File: src/rtl/fetch_pkg.sv
// rtl/fetch_pkg.sv - shared types and defaults for the fetch sequencer
package fetch_pkg;

    localparam int PC_W_DEF   = 24;
    localparam int ADDR_W_DEF = 16;

    localparam logic [31:0] NOP_INSN = 32'h0000_0013;

    typedef enum logic [2:0] {
        ST_BOOT  = 3'd0,
        ST_RUN   = 3'd1,
        ST_WAIT  = 3'd2,
        ST_STALL = 3'd3,
        ST_FLUSH = 3'd4,
        ST_HALT  = 3'd5
    } fetch_state_t;

endpackage

File: src/rtl/fetch_wait_counter.sv
// rtl/fetch_wait_counter.sv - loadable down-counter shared by memory-wait and flush timing
module fetch_wait_counter import fetch_pkg::*; #(
    parameter int W = 3
) (
    input  logic         clk,
    input  logic         rst_n,
    input  logic         load,
    input  logic [W-1:0] load_val,
    input  logic         en,
    output logic         zero
);

    logic [W-1:0] count_q;
    logic [W-1:0] count_d;

    // load wins over enable so a restart can happen in the same cycle as a count
    always_comb begin
        count_d = count_q;
        if (load) begin
            count_d = load_val;
        end else if (en && count_q != '0) begin
            count_d = count_q - 1'b1;
        end
    end

    always_ff @(posedge clk or negedge rst_n) begin
        if (!rst_n) begin
            count_q <= '0;
        end else begin
            count_q <= count_d;
        end
    end

    assign zero = (count_q == '0);

endmodule

File: src/rtl/fetch_sequencer.sv
// rtl/fetch_sequencer.sv - owns the fetch PC, picks the next-PC source and qualifies fetch output
module fetch_sequencer import fetch_pkg::*; #(
    parameter int              PC_W         = PC_W_DEF,
    parameter int              ADDR_W       = ADDR_W_DEF,
    parameter logic [PC_W-1:0] RESET_PC     = '0,
    parameter int              MEM_WAIT     = 0,
    parameter int              FLUSH_CYCLES = 2
) (
    input  logic            CLK,
    input  logic            rst,
    input  logic            stall,
    input  logic            redirect,
    input  logic [PC_W-1:0] redirect_pc,
    input  logic            halt,
    output logic [PC_W-1:0] newPC,
    output logic            fetch_valid,
    output logic            bubble,
    output logic            oob_fault,
    output logic [2:0]      state
);

    localparam bit         HAS_WAIT   = (MEM_WAIT > 0);
    localparam logic [2:0] WAIT_LOAD  = 3'(HAS_WAIT ? MEM_WAIT - 1 : 0);
    localparam logic [2:0] FLUSH_LOAD = 3'(FLUSH_CYCLES - 1);

    fetch_state_t    state_q, state_d, ret_q, ret_d, eff_state;
    logic [PC_W-1:0] pc_q, pc_d, cand_pc;
    logic            fv_q, fv_d, bubble_q, bubble_d, oob_q, oob_d;
    logic            cnt_load, cnt_en, cnt_zero, issue, oob_hit;
    logic [2:0]      cnt_val;

    fetch_wait_counter #(.W(3)) u_wait_cnt (
        .clk      (CLK),
        .rst_n    (rst),
        .load     (cnt_load),
        .load_val (cnt_val),
        .en       (cnt_en),
        .zero     (cnt_zero)
    );

    always_comb begin
        // once stall drops, STALL behaves as the state it interrupted in the same cycle
        eff_state = (state_q == ST_STALL && !stall) ? ret_q : state_q;
        state_d   = state_q;
        ret_d     = ret_q;
        cand_pc   = pc_q;
        fv_d      = 1'b0;
        oob_d     = oob_q;
        cnt_load  = 1'b0;
        cnt_val   = '0;
        cnt_en    = 1'b0;
        issue     = 1'b0;

        if (state_q == ST_HALT || halt) begin
            state_d = ST_HALT;
        end else if (redirect) begin
            cand_pc  = redirect_pc;
            state_d  = ST_FLUSH;
            cnt_load = 1'b1;
            cnt_val  = FLUSH_LOAD;
        end else if (stall && state_q != ST_FLUSH) begin
            if (state_q != ST_STALL) begin
                ret_d = state_q;
            end
            state_d = ST_STALL;
        end else begin
            case (eff_state)
                ST_BOOT: issue = 1'b1;
                ST_RUN: begin
                    cand_pc = pc_q + 1'b1;
                    issue   = 1'b1;
                end
                ST_WAIT: begin
                    state_d = ST_WAIT;
                    if (cnt_zero) begin
                        state_d = ST_RUN;
                        fv_d    = 1'b1;
                    end else begin
                        cnt_en = 1'b1;
                    end
                end
                ST_FLUSH: begin
                    cnt_en = 1'b1;
                    if (!stall) begin
                        cand_pc = pc_q + 1'b1;
                    end
                    if (cnt_zero) begin
                        if (stall) begin
                            state_d = ST_RUN;
                        end else begin
                            issue = 1'b1;
                        end
                    end
                end
                default: ;
            endcase

            // a freshly presented address is either complete now or must sit out the memory wait
            if (issue) begin
                if (HAS_WAIT) begin
                    state_d  = ST_WAIT;
                    cnt_load = 1'b1;
                    cnt_val  = WAIT_LOAD;
                end else begin
                    state_d = ST_RUN;
                    fv_d    = 1'b1;
                end
            end
        end

        oob_hit = (state_q != ST_HALT) && ((cand_pc >> ADDR_W) != '0);
        pc_d    = cand_pc;
        if (oob_hit) begin
            pc_d     = pc_q;
            oob_d    = 1'b1;
            state_d  = ST_HALT;
            fv_d     = 1'b0;
            cnt_load = 1'b0;
        end
        if (!rst) begin
            pc_d = RESET_PC;
        end
        bubble_d = ~fv_d;
    end

    always_ff @(posedge CLK or negedge rst) begin
        if (!rst) begin
            state_q  <= ST_BOOT;
            ret_q    <= ST_RUN;
            pc_q     <= RESET_PC;
            fv_q     <= 1'b0;
            bubble_q <= 1'b1;
            oob_q    <= 1'b0;
        end else begin
            state_q  <= state_d;
            ret_q    <= ret_d;
            pc_q     <= pc_d;
            fv_q     <= fv_d;
            bubble_q <= bubble_d;
            oob_q    <= oob_d;
        end
    end

    assign newPC       = pc_d;
    assign fetch_valid = fv_q;
    assign bubble      = bubble_q;
    assign oob_fault   = oob_q;
    assign state       = state_q;

endmodule
File: config.mk
export PLATFORM = sky130hd
export DESIGN_NAME = fetch_sequencer
export DESIGN_NICKNAME = d
export VERILOG_FILES = /design/src/rtl/fetch_pkg.sv /design/src/rtl/fetch_wait_counter.sv /design/src/rtl/fetch_sequencer.sv
export SDC_FILE = /design/constraint.sdc
export NUM_CORES = 1
export LEC_CHECK = 0
export BUFFER_PORTS_ARGS = -buffer_cell sky130_fd_sc_hd__buf_4
export CAP_MARGIN = 20
export CORE_MARGIN = 2
export CORE_UTILIZATION = 44
export CTS_BUF_LIST = sky130_fd_sc_hd__clkbuf_4 sky130_fd_sc_hd__clkbuf_8
export DETAILED_ROUTE_END_ITERATION = 6
export GPL_ROUTABILITY_DRIVEN = 0
export GPL_TIMING_DRIVEN = 0
export PLACE_DENSITY = 0.66
export SLEW_MARGIN = 20
export SYNTH_ARGS = -nofsm -noshare
export SYNTH_HDL_FRONTEND = slang
export SYNTH_SLANG_ARGS = --single-unit
File: constraint.sdc
create_clock -name CLK -period 3.9 [get_ports CLK]
set_clock_uncertainty 0.1 [all_clocks]
set_input_delay 0.195 -clock CLK [delete_from_list [all_inputs] [get_ports CLK]]
set_output_delay 0.195 -clock CLK [all_outputs]
set_load 0.02 [all_outputs]
Word-level counts from Yosys, hierarchy flattened --
Index checks and enable logic that the tools add are counted.
Word-level totals: register bits after elaboration 36, input bits 29, output and inout bits 30
Operators by class: $add $sub $neg 2, equal/unequal tests 10, mux-type cells 42, bitwise gates (word level) 3, reductions and logical operators 15
Operator list (number):
- $mux 24 | 6
- $pmux 24 s2 | 1
- $mux 3 | 10
- $add 24x1->24 const B | 1
- $reduce_bool 24->1 | 1
- $mux 1 | 21
- $ne 7x7->1 const B | 2
- $reduce_bool 7->1 | 1
- $eq 3x2->1 const B | 2
- $eq 3x3->1 const B | 2
- $logic_not 3->1 | 2
- $ne 3x3->1 const B | 2
- $pmux 3 s2 | 1
- $logic_and 1x1->1 | 4
- $pmux 1 s2 | 2
- $reduce_and 4->1 | 1
- $eq 3x1->1 const B | 1
- $ne 3x2->1 const B | 1
- $not 1->1 | 3
- $reduce_and 3->1 | 1
- $reduce_bool 3->1 | 1
- $sub 3x1->3 const B | 1
- $mux 2 | 1
- $reduce_bool 2->1 | 1
- other kinds (3) | 3

Longest topological paths before layout --
Gate-level depths: netlist of the first run.
depth in word-level cells 15, gate-level depth with buffers 12

Cells and area by module --
Synthesis of the first run repeated with hierarchy kept, for this count alone.
Unflattened totals: cells, all modules 364, area, all modules 2989.1 µm²
By module, submodules not included:
- fetch_sequencer | times used 1, cells an instance 345, area an instance 2798.9 µm², sequential area each 828.3 µm²
- fetch_wait_counter | times used 1, cells an instance 19, area an instance 190.2 µm², sequential area each 75.1 µm²

Worst setup path before layout of the first run --
Ideal clock, no wire load.
kind register -> register, from reg state_q[0], in the netlist state[0], to reg pc_q[0], arrival time 3743 ps, data required time 3553 ps, slack -190 ps, stages on the path, launching flop included 10, clock period less this slack 4090 ps, path through dfrtp_1 > or4b_4 > a2111oi_2 > o2111ai_1 > and4_1 > nor3_1 > inv_1 > nand3_4 > o21ai_1 > a2111oi_0
On the way: cells in the longest elaborated chain, start to end 12, elaborated cells on any way between the ends 18, classes of those cells eq/ne (6); mux (7); reduce/logical (5)
RTL lines:
- from (decl) | line fetch_sequencer.sv:26 | fetch_state_t state_q, state_d, ret_q, ret_d, eff_state;
- from (signal assigned) | line fetch_sequencer.sv:135 | state_q <= state_d;
- $eq 3x2->1 | line fetch_sequencer.sv:43 | eff_state = (state_q == ST_STALL && !stall) ? ret_q : state_q;
- $logic_and 1x1->1 | line fetch_sequencer.sv:43
- $mux 3 | line fetch_sequencer.sv:43
- $eq 3x3->1 / $eq 3x1->1 (equally long branches) | line fetch_sequencer.sv:67 | case (eff_state)
- $pmux 24 s2 | line fetch_sequencer.sv:67
- $mux 24 | line fetch_sequencer.sv:61 | end else if (stall && state_q != ST_FLUSH) begin
- $mux 24 | line fetch_sequencer.sv:56 | end else if (redirect) begin
- $mux 24 | line fetch_sequencer.sv:54 | if (state_q == ST_HALT || halt) begin
- $reduce_bool 24->1 | line fetch_sequencer.sv:111 | oob_hit = (state_q != ST_HALT) && ((cand_pc >> ADDR_W) != '0);
- $logic_and 1x1->1 | line fetch_sequencer.sv:111
- $mux 24 (*) | line fetch_sequencer.sv:113 | if (oob_hit) begin
- $mux 24 (*) | line fetch_sequencer.sv:120 | if (!rst) begin
- via newPC[0] | line fetch_sequencer.sv:15 | output logic [PC_W-1:0] newPC,
- to (signal assigned) | line fetch_sequencer.sv:137 | pc_q <= pc_d;
- to (decl) | line fetch_sequencer.sv:27 | logic [PC_W-1:0] pc_q, pc_d, cand_pc;
Mark *: on every way through the listed nets, which the timed path passes. The rest lies on a longest branch. A chain may end at the register's enable or synchronous reset.

Worst setup path in the final report of the first run --
from reg ret_q[1], to out newPC[4]
On the way: cells in the longest elaborated chain, start to end 10, elaborated cells on any way between the ends 11, classes of those cells eq/ne (2); mux (7); reduce/logical (2)
RTL lines:
- from (decl) | line fetch_sequencer.sv:26
- from (signal assigned) | line fetch_sequencer.sv:136 | ret_q <= ret_d;
- $mux 3 (*) | line fetch_sequencer.sv:43
- $eq 3x3->1 / $eq 3x1->1 (equally long branches) | line fetch_sequencer.sv:67
- $pmux 24 s2 (*) | line fetch_sequencer.sv:67
- $mux 24 (*) | line fetch_sequencer.sv:61
- $mux 24 (*) | line fetch_sequencer.sv:56
- $mux 24 (*) | line fetch_sequencer.sv:54
- $reduce_bool 24->1 | line fetch_sequencer.sv:111
- $logic_and 1x1->1 | line fetch_sequencer.sv:111
- $mux 24 (*) | line fetch_sequencer.sv:113
- $mux 24 (*) | line fetch_sequencer.sv:120
- to (decl) | line fetch_sequencer.sv:15
Every way passes the cells marked *; elsewhere a longest branch is shown, timed or not.

==> load_flow_metrics.sql, run 1 <==
INSERT INTO impl_metrics (metric_group, metric, value, unit) VALUES
('outcome', 'status', 'finished clean', ''),
('floorplanning', 'design.die.area', '7281', 'sq um'),
('sta', 'rsz0062_at_grt', 'true', ''),
('sta', 'max_slew.worst_pin.slew', '0.6759', 'ns'),
('worst_setup_path', 'worst_setup_path_start_kind', 'flip-flop', ''),
('floorplanning', 'horizontal_die_dimension', '85.33', 'um'),
('worst_setup_path', 'crit_required', '3.61', 'ns'),
('detailed_routing', 'route.detailed.wl_per_inst', '18.51', 'um'),
('yosys', 'syn-mean-instance-area', '7.973', 'sq um'),
('worst_setup_path', 'crit_start', 'ret_q[1]', ''),
('clocking', 'cts.root.buffer_cell', 'sky130_fd_sc_hd__clkbuf_8', ''),
('worst_setup_path', 'worstReg2RegStart', 'ret_q[1]', ''),
('floorplanning', 'num_io_pins', '59', ''),
('sta', 'fin_worst_hold_slack', '0.1061', 'ns'),
('detailed_routing', 'detail-route-antenna-nets', '0', ''),
('cells_and_area', 'finish.net_count', '478', ''),
('yosys', 'number_of_nets_in_the_synthesized_netlist', '397', ''),
('clocking', 'tritoncts', 'done', ''),
('yosys', 'postSynth.asyncResetShare', '100.0', '%'),
('sta', 'clock.fmax', '256.5', 'MHz'),
('clocking', 'later_pin_clock_latency_in_the_skew_report', '0.30', 'ns'),
('cells_and_area', 'layout.cells.most_common', 'sky130_fd_sc_hd__buf_4', ''),
('place', 'port_buffers', '58', ''),
('clocking', 'tritoncts_num_sinks', '36', ''),
('sta', 'min_period_over_period', '99.98', '%'),
('worst_setup_path', 'r2r_slack', '0.49', 'ns'),
('pwr', 'power_per_cell_area', '186.0', 'nW/um^2'),
('clocking', 'clk_pin_slew', '0.07', 'ns'),
('clocking', 'clock_tree.htree_level_count', '2', ''),
('yosys', 'synth_cell_types', '70', ''),
('detailed_routing', 'remaining_routing_drc_violations', '0', ''),
('cells_and_area', 'layout-drive-gt1-share', '30.65', '%'),
('worst_setup_path', 'worstSetupPathType', 'reg -> out', ''),
('run', 'max_cap_violations', '0', ''),
('global_routing', 'grtUsageTotal', '26.07', '%'),
('clocking', 'cts_inserted_buffers', '5', ''),
('detailed_routing', 'first_iter_violations', '238', ''),
('cells_and_area', 'layout.filler_cells', '574', ''),
('worst_setup_path', 'rr_endpoint', 'state[1]', ''),
('sta', 'finalSetupViolations', '0', ''),
('yosys', 'post_synth_inst_count', '365', ''),
('yosys', 'synth_warnings', '0', ''),
('place', 'place_hpwl', '6.684', 'mm'),
('detailed_routing', 'vias', '3314', ''),
('detailed_routing', 'detail_route.first_pass.iterations', '5', ''),
('worst_setup_path', 'crit_arrival', '3.60', 'ns'),
('sta', 'timing.slew.headroom', '54.94', '%'),
('global_routing', 'grt-ovfl-total', '0', ''),
('yosys', 'post_synth_instance_area', '2910', 'sq um'),
('global_routing', 'pin_count_of_the_biggest_net_entering_global_routing', '39', ''),
('detailed_routing', 'drt_wl_total', '9.700', 'mm'),
('sta', 'number_of_slew_limit_violations_in_the_final_report', '0', ''),
('floorplanning', 'placement_rows', '29', ''),
('worst_setup_path', 'crit_path_end', 'newPC[4]', ''),
('worst_setup_path', 'r2r_worst_path_depth', '13', ''),
('worst_setup_path', 'crit_path_capture_type', 'output pin', ''),
('min_path', 'hold_path_class', 'in -> reg', ''),
('clocking', 'clk_path_buf_depth', '2', ''),
('global_routing', 'grt_antenna_before_repair', '0', ''),
('cells_and_area', 'diodes', '0', ''),
('detailed_routing', 'drt-vias-per-instance', '6.324', ''),
('yosys', 'seq_area_frac_synth', '31.04', '%'),
('global_routing', 'number_of_global_route_vias_before_repair', '3152', ''),
('pwr', 'ir_drop', '0.1398', 'mV'),
('sta', 'fin_crit', '3.899', 'ns'),
('floorplanning', 'coreArea', '6386', 'sq um'),
('yosys', 'synth-edff-count', '0', ''),
('floorplanning', 'die_y', '85.33', 'um'),
('global_routing', 'grt_pass1_wl', '15.40', 'mm'),
('place', 'place_inst', '500', ''),
('yosys', 'yosys_most_used_dff', 'sky130_fd_sc_hd__dfrtp_1', ''),
('yosys', 'postSynthRegisterBits', '36', ''),
('floorplanning', 'initial_utilization', '45.57', '%'),
('worst_setup_path', 'worst-path-max-fanout', '8', ''),
('cells_and_area', 'final-instance-count-excl-fill', '524', ''),
('pwr', 'total_leakage_power', '1.558', 'nW'),
('cells_and_area', 'mostFrequentLayoutCells', 'sky130_fd_sc_hd__buf_4 (68), sky130_fd_sc_hd__nand2_1 (39), sky130_fd_sc_hd__dfrtp_1 (33)', ''),
('sta', 'hold_viol', '0', ''),
('cells_and_area', 'area_overhead_vs_synth', '34.31', '%');
[synthesized netlist by cell type (3+ instances only)]
cell type | instances | share of area [%]
sky130_fd_sc_hd__nand2_1 | 39 | 5.0
sky130_fd_sc_hd__dfrtp_1 | 34 | 29
sky130_fd_sc_hd__nor2_1 | 32 | 4.1
sky130_fd_sc_hd__a21oi_1 | 22 | 3.8
sky130_fd_sc_hd__nand3_1 | 21 | 3.6
sky130_fd_sc_hd__nor3_1 | 16 | 2.8
sky130_fd_sc_hd__clkbuf_1 | 15 | 1.9
sky130_fd_sc_hd__inv_1 | 14 | 1.8
sky130_fd_sc_hd__o21ai_0 | 11 | 1.9
sky130_fd_sc_hd__nand4_1 | 10 | 2.1
sky130_fd_sc_hd__a31oi_1 | 9 | 1.9
sky130_fd_sc_hd__mux2i_1 | 9 | 3.1
sky130_fd_sc_hd__nand2b_1 | 9 | 1.9
sky130_fd_sc_hd__nor3b_1 | 9 | 2.3
sky130_fd_sc_hd__a211o_1 | 7 | 2.1
sky130_fd_sc_hd__nor4_1 | 7 | 1.5
sky130_fd_sc_hd__and3_1 | 6 | 1.3
sky130_fd_sc_hd__nor2b_1 | 5 | 1.1
sky130_fd_sc_hd__a211oi_1 | 4 | 1.0
sky130_fd_sc_hd__o31ai_1 | 4 | 1.0
sky130_fd_sc_hd__or3_1 | 4 | 0.86
sky130_fd_sc_hd__a311oi_1 | 3 | 0.90
sky130_fd_sc_hd__a41oi_1 | 3 | 0.90
sky130_fd_sc_hd__ha_1 | 3 | 1.3
sky130_fd_sc_hd__o211ai_1 | 3 | 0.77
sky130_fd_sc_hd__o21ai_1 | 3 | 0.52
sky130_fd_sc_hd__o221a_2 | 3 | 1.2
sky130_fd_sc_hd__xnor2_1 | 3 | 0.90
[critical path, cell delays in order, from the launching register on]
cell                        delay (ns)
sky130_fd_sc_hd__dfrtp_1          0.43
sky130_fd_sc_hd__or4b_4           0.61
sky130_fd_sc_hd__a2111oi_4        0.36
sky130_fd_sc_hd__buf_4            0.20
sky130_fd_sc_hd__nor2_4           0.06
sky130_fd_sc_hd__nor3_2           0.20
sky130_fd_sc_hd__a211oi_2         0.09
sky130_fd_sc_hd__nor4_4           0.31
sky130_fd_sc_hd__buf_6            0.19
sky130_fd_sc_hd__nand2_8          0.08
sky130_fd_sc_hd__buf_8            0.14
sky130_fd_sc_hd__a211o_1          0.28
sky130_fd_sc_hd__a21oi_2          0.19
sky130_fd_sc_hd__buf_4            0.17
[layout make-up]
| type | count | area, sq um | area share [%] |
|---|---|---|---|
| multi-input cells | 294 | 2067 | 52.88 |
| repair buffers | 74 | 590.6 | 15.11 |
| plain buffers | 20 | 105.1 | 2.689 |
| well taps | 77 | 96.34 | 2.465 |
| flip-flops and latches | 36 | 904.6 | 23.14 |
| inverters | 15 | 56.30 | 1.440 |
| clock inverters | 1 | 5.005 | 0.1280 |
| clock buffers | 7 | 83.83 | 2.145 |
[worst min path at each step]
stage              from  slack [ns]           to  cells past startpoint
5_1_grt        redirect        0.12     state[2]                      3
6_report       redirect        0.11     state[2]                      3
2_1_floorplan       rst       -0.20  fetch_valid                      0
3_3_place_gp        rst        0.11    oob_fault                      1
4_1_cts        redirect        0.09     state[2]                      3
3_5_place_dp        rst        0.10    oob_fault                      1
[flip-flops by register name, summed over array words and instances, names as in the netlist]
| name | cells |
|---|---|
| bubble | 1 |
| state | 3 |
| oob_fault | 1 |
| ret_q | 3 |
| u_wait_cnt.count_q | 3 |
| pc_q | 24 |
| fetch_valid | 1 |
[what timing repair did]
action | CTS | global route
hold endpoints to repair | 34 | 0
buffers inserted | 7 | 7
resized for setup | 17 | 33
hold buffers | 1 | 0
pin swaps | 5 | 12
gates cloned | 0 | 2
setup endpoints to repair | 24 | 24
[through the flow]
stage | TNS (ns) | setup WS [ns] | util (%) | power, W | cell area, sq um
3_5_place_dp | -0.7154 | -0.1658 | 53.92 | 0.0004489 | 3443
4_1_cts | 0 | 0.003931 | 57.64 | 0.0007332 | 3681
2_1_floorplan | 0 | 0.1101 | - | 0.0004077 | 2912
5_1_grt | -1.610 | -0.1255 | 61.21 | 0.0007571 | 3909
3_3_place_gp | -0.6548 | -0.1494 | 53.92 | 0.0004490 | 3443
6_report | 0 | 0.0006499 | 61.21 | 0.0007271 | 3909
[report_power, final]
part           total [W]  internal (W)             switching [W]  leakage [nW]
clock network   0.000281      0.000140                  0.000142        0.0491
logic          0.0000726     0.0000291                 0.0000435          1.02
registers       0.000373      0.000373  0.0000000000000000000957         0.485
[cell families (layout without fill, tap and decap cells)]
| logic type | after synthesis | in the layout | synth area share, % |
|---|---|---|---|
| AOI/OAI and AO/OA | 101 | 101 | 25.75 |
| and+or+nand+nor | 176 | 177 | 32.37 |
| buffers and inverters | 36 | 117 | 5.245 |
| adders and majority gates | 3 | 3 | 1.290 |
| DFF | 36 | 36 | 31.04 |
| xor gates and xnor gates | 4 | 4 | 1.204 |
| muxes | 9 | 9 | 3.096 |
[metal layers]
layer  vias up  wire length, um  track usage [%]
met5         -                0                0
met4         0              190            9.091
met3        22              768            5.156
met2       163             4617            41.69
met1      1588             4124            35.17
li1       1541                -                -
No activity file was read; power rests on OpenSTA's default activity.
==> run 2: changes to the inputs <==
--- a/config.mk
+++ b/config.mk
@@ -7,6 +7,7 @@
 export LEC_CHECK = 0
 export BUFFER_PORTS_ARGS = -buffer_cell sky130_fd_sc_hd__buf_4
 export CAP_MARGIN = 20
+export CORE_ASPECT_RATIO = 1.1
 export CORE_MARGIN = 2
 export CORE_UTILIZATION = 44
 export CTS_BUF_LIST = sky130_fd_sc_hd__clkbuf_4 sky130_fd_sc_hd__clkbuf_8
@@ -14,7 +15,6 @@
 export GPL_ROUTABILITY_DRIVEN = 0
 export GPL_TIMING_DRIVEN = 0
 export PLACE_DENSITY = 0.66
-export SLEW_MARGIN = 20
 export SYNTH_ARGS = -nofsm -noshare
 export SYNTH_HDL_FRONTEND = slang
 export SYNTH_SLANG_ARGS = --single-unit
==> load_flow_metrics.sql, run 2 (synthesized netlist as in run 1, its figures left out) <==
INSERT INTO impl_metrics (metric_group, metric, value, unit) VALUES
('outcome', 'status', 'finished clean', ''),
('worst_setup_path', 'crit_arrival', '3.54', 'ns'),
('worst_setup_path', 'critical-path-max-stage-delay', '0.57', 'ns'),
('detailed_routing', 'first_iter_violations', '318', ''),
('clocking', 'clk_path_buf_depth', '2', ''),
('floorplanning', 'die_y', '89.30', 'um'),
('sta', 'min_period_over_period', '98.44', '%'),
('cells_and_area', 'max_ffs_per_register', '24', ''),
('pwr', 'switching_part_of_the_total', '23.96', '%'),
('pwr', 'power.internal', '0.0006287', 'W'),
('global_routing', 'pin_count_of_the_biggest_net_entering_global_routing', '39', ''),
('worst_setup_path', 'worstSetupPathType', 'reg -> out', ''),
('cells_and_area', 'register_with_the_highest_flop_count', 'pc_q', ''),
('worst_setup_path', 'crit_required', '3.61', 'ns'),
('sta', 'finalSetupViolations', '0', ''),
('pwr', 'power.share.clock', '46.0', '%'),
('cells_and_area', 'layout.cells.most_common', 'sky130_fd_sc_hd__buf_4', ''),
('clocking', 'clock_tree.htree_level_count', '2', ''),
('global_routing', 'grtUsageTotal', '27.48', '%'),
('cells_and_area', 'diodes', '0', ''),
('detailed_routing', 'drt_wl_total', '9.923', 'mm'),
('floorplanning', 'coreArea', '6477', 'sq um'),
('clocking', 'tritoncts', 'done', ''),
('global_routing', 'grt_antenna_before_repair', '0', ''),
('sta', 'fin_worst_hold_slack', '0.08014', 'ns'),
('global_routing', 'number_of_global_route_vias_before_repair', '3064', ''),
('pwr', 'comb_power_share', '8.9', '%'),
('pwr', 'p_seq_share', '45.1', '%'),
('worst_setup_path', 'cpMostUsedCell', 'sky130_fd_sc_hd__buf_4', ''),
('worst_setup_path', 'crit_path_capture_type', 'output pin', ''),
('sta', 'hold_viol', '0', ''),
('floorplanning', 'initial_utilization', '44.93', '%'),
('sta', 'clock.fmax', '260.5', 'MHz'),
('clocking', 'clk_pin_slew', '0.08', 'ns'),
('clocking', 'tritoncts_num_sinks', '36', ''),
('sta', 'tns', '0', 'ns'),
('clocking', 'cts_inserted_buffers', '5', ''),
('place', 'port_buffers', '58', ''),
('floorplanning', 'design.die.area', '7282', 'sq um'),
('detailed_routing', 'detail-route-antenna-nets', '0', ''),
('cells_and_area', 'layout.filler_cells', '575', ''),
('worst_setup_path', 'critical_path.cell_chain', 'or4bb_4, o31ai_4, buf_4, o2111ai_2, and4_4, nor3_4, inv_2, nand3_4, o21ai_1, a2111oi_2, buf_4', ''),
('cells_and_area', 'area_overhead_vs_synth', '35.86', '%'),
('place', 'dpl_worst_slack', '-0.2057', 'ns'),
('cells_and_area', 'layout-drive-gt1-share', '32.66', '%'),
('clocking', 'cts.root.buffer_cell', 'sky130_fd_sc_hd__clkbuf_8', ''),
('place', 'place_hpwl', '6.808', 'mm'),
('floorplanning', 'horizontal_die_dimension', '81.55', 'um'),
('sta', 'number_of_slew_limit_violations_in_the_final_report', '0', ''),
('sta', 'rsz0062_at_grt', 'true', ''),
('min_path', 'hold_path_class', 'in -> reg', ''),
('detailed_routing', 'vias', '3382', ''),
('cells_and_area', 'finish.net_count', '478', ''),
('detailed_routing', 'remaining_routing_drc_violations', '0', ''),
('floorplanning', 'placement_rows', '31', ''),
('run', 'max_cap_violations', '0', ''),
('worst_setup_path', 'crit_buf_inv', '3', ''),
('detailed_routing', 'detail_route.first_pass.iterations', '5', ''),
('worst_setup_path', 'cp_top_family', 'simple AND/OR/NAND/NOR gates', ''),
('pwr', 'ir_drop', '0.1422', 'mV'),
('sta', 'max_slew.worst_pin.slew', '0.6173', 'ns'),
('sta', 'fin_crit', '3.839', 'ns'),
('pwr', 'total_leakage_power', '1.584', 'nW'),
('worst_setup_path', 'worst_setup_path_start_kind', 'flip-flop', ''),
('detailed_routing', 'route.detailed.wl_per_inst', '18.76', 'um'),
('cells_and_area', 'multiInputGateArea', '2066', 'sq um'),
('cells_and_area', 'regArea', '908.4', 'sq um'),
('pwr', 'psw', '0.0001980', 'W'),
('clocking', 'later_pin_clock_latency_in_the_skew_report', '0.30', 'ns'),
('worst_setup_path', 'cp_slowest_cell', 'sky130_fd_sc_hd__or4bb_4', ''),
('global_routing', 'grt-ovfl-total', '0', ''),
('cells_and_area', 'mostFrequentLayoutCells', 'sky130_fd_sc_hd__buf_4 (71), sky130_fd_sc_hd__nand2_1 (38), sky130_fd_sc_hd__nor2_1 (31)', ''),
('sta', 'worst_slack', '0.06070', 'ns'),
('global_routing', 'grt_pass1_wl', '15.24', 'mm'),
('detailed_routing', 'drt-vias-per-instance', '6.393', ''),
('pwr', 'power_per_cell_area', '209.1', 'nW/um^2'),
('worst_setup_path', 'worst-path-max-fanout', '10', ''),
('floorplanning', 'num_io_pins', '59', ''),
('sta', 'timing.slew.headroom', '58.76', '%');
-- run 2: repair_timing --
item / CTS / global route
resized for setup: 17 / 49
cloned: 0 / 0
buffers inserted: 4 / 12
pin swaps: 3 / 13
hold endpoints to repair: 34 / 0
hold buffers: 1 / 0
setup endpoints to repair: 25 / 24
-- run 2: cell type report --
cell class / instances / share of cell area [%]
multi-input combinational: 293 / 52.25
inverter: 15 / 1.424
timing repair buffer: 75 / 14.59
tap: 82 / 2.595
clock inverter: 1 / 0.7595
buffer: 20 / 2.975
sequential: 36 / 22.97
clock buffer: 7 / 2.437
-- run 2: stage by stage --
stage               utilization [%]  instance area (sq um)  cells  total power, W
finish                        61.04                   3954    529       0.0008267
detailed placement            53.25                   3450    505       0.0004496
global placement              53.25                   3450    505       0.0004487
CTS                           57.20                   3705    517       0.0008314
global route                  61.04                   3954    529       0.0008576
floorplan                         -                   2912    365       0.0004077
-- run 2: final timing paths --
kind                           start   endpoint  slack [ns]  cells after the start
hold / removal              redirect   state[2]        0.08                      3
max in group asynchronous        rst    pc_q[9]        3.00                      2
min in group asynchronous        rst   pc_q[23]        0.30                      2
setup / recovery            ret_q[1]   newPC[0]        0.06                     11
setup reg to reg            ret_q[1]   pc_q[11]        0.55                     12
hold reg to reg            oob_fault  oob_fault        0.37                      1
-- run 2: routing by layer --
metal | track usage, % | part of all wire [%] | vias to the layer above
met5 | 0 | 0 | -
met4 | 13.10 | 4.0 | 0
met3 | 5.051 | 9.0 | 32
met2 | 45.23 | 48 | 182
met1 | 34.74 | 39 | 1616
li1 | - | - | 1552
-- run 2: power by group through the flow --
stage               Sequential, W  Clock [W]  Combinational, W
finish                   0.000373   0.000380         0.0000734
global route             0.000373   0.000404         0.0000805
global placement         0.000380          0         0.0000684
floorplan                0.000380          0         0.0000272
CTS                      0.000373   0.000387         0.0000713
detailed placement       0.000380          0         0.0000692
-- run 2: worst min-delay path, cell delays in order --
cell	delay (ns)
sky130_fd_sc_hd__buf_4	0.09
sky130_fd_sc_hd__nor3_1	0.09
sky130_fd_sc_hd__nand3_1	0.08
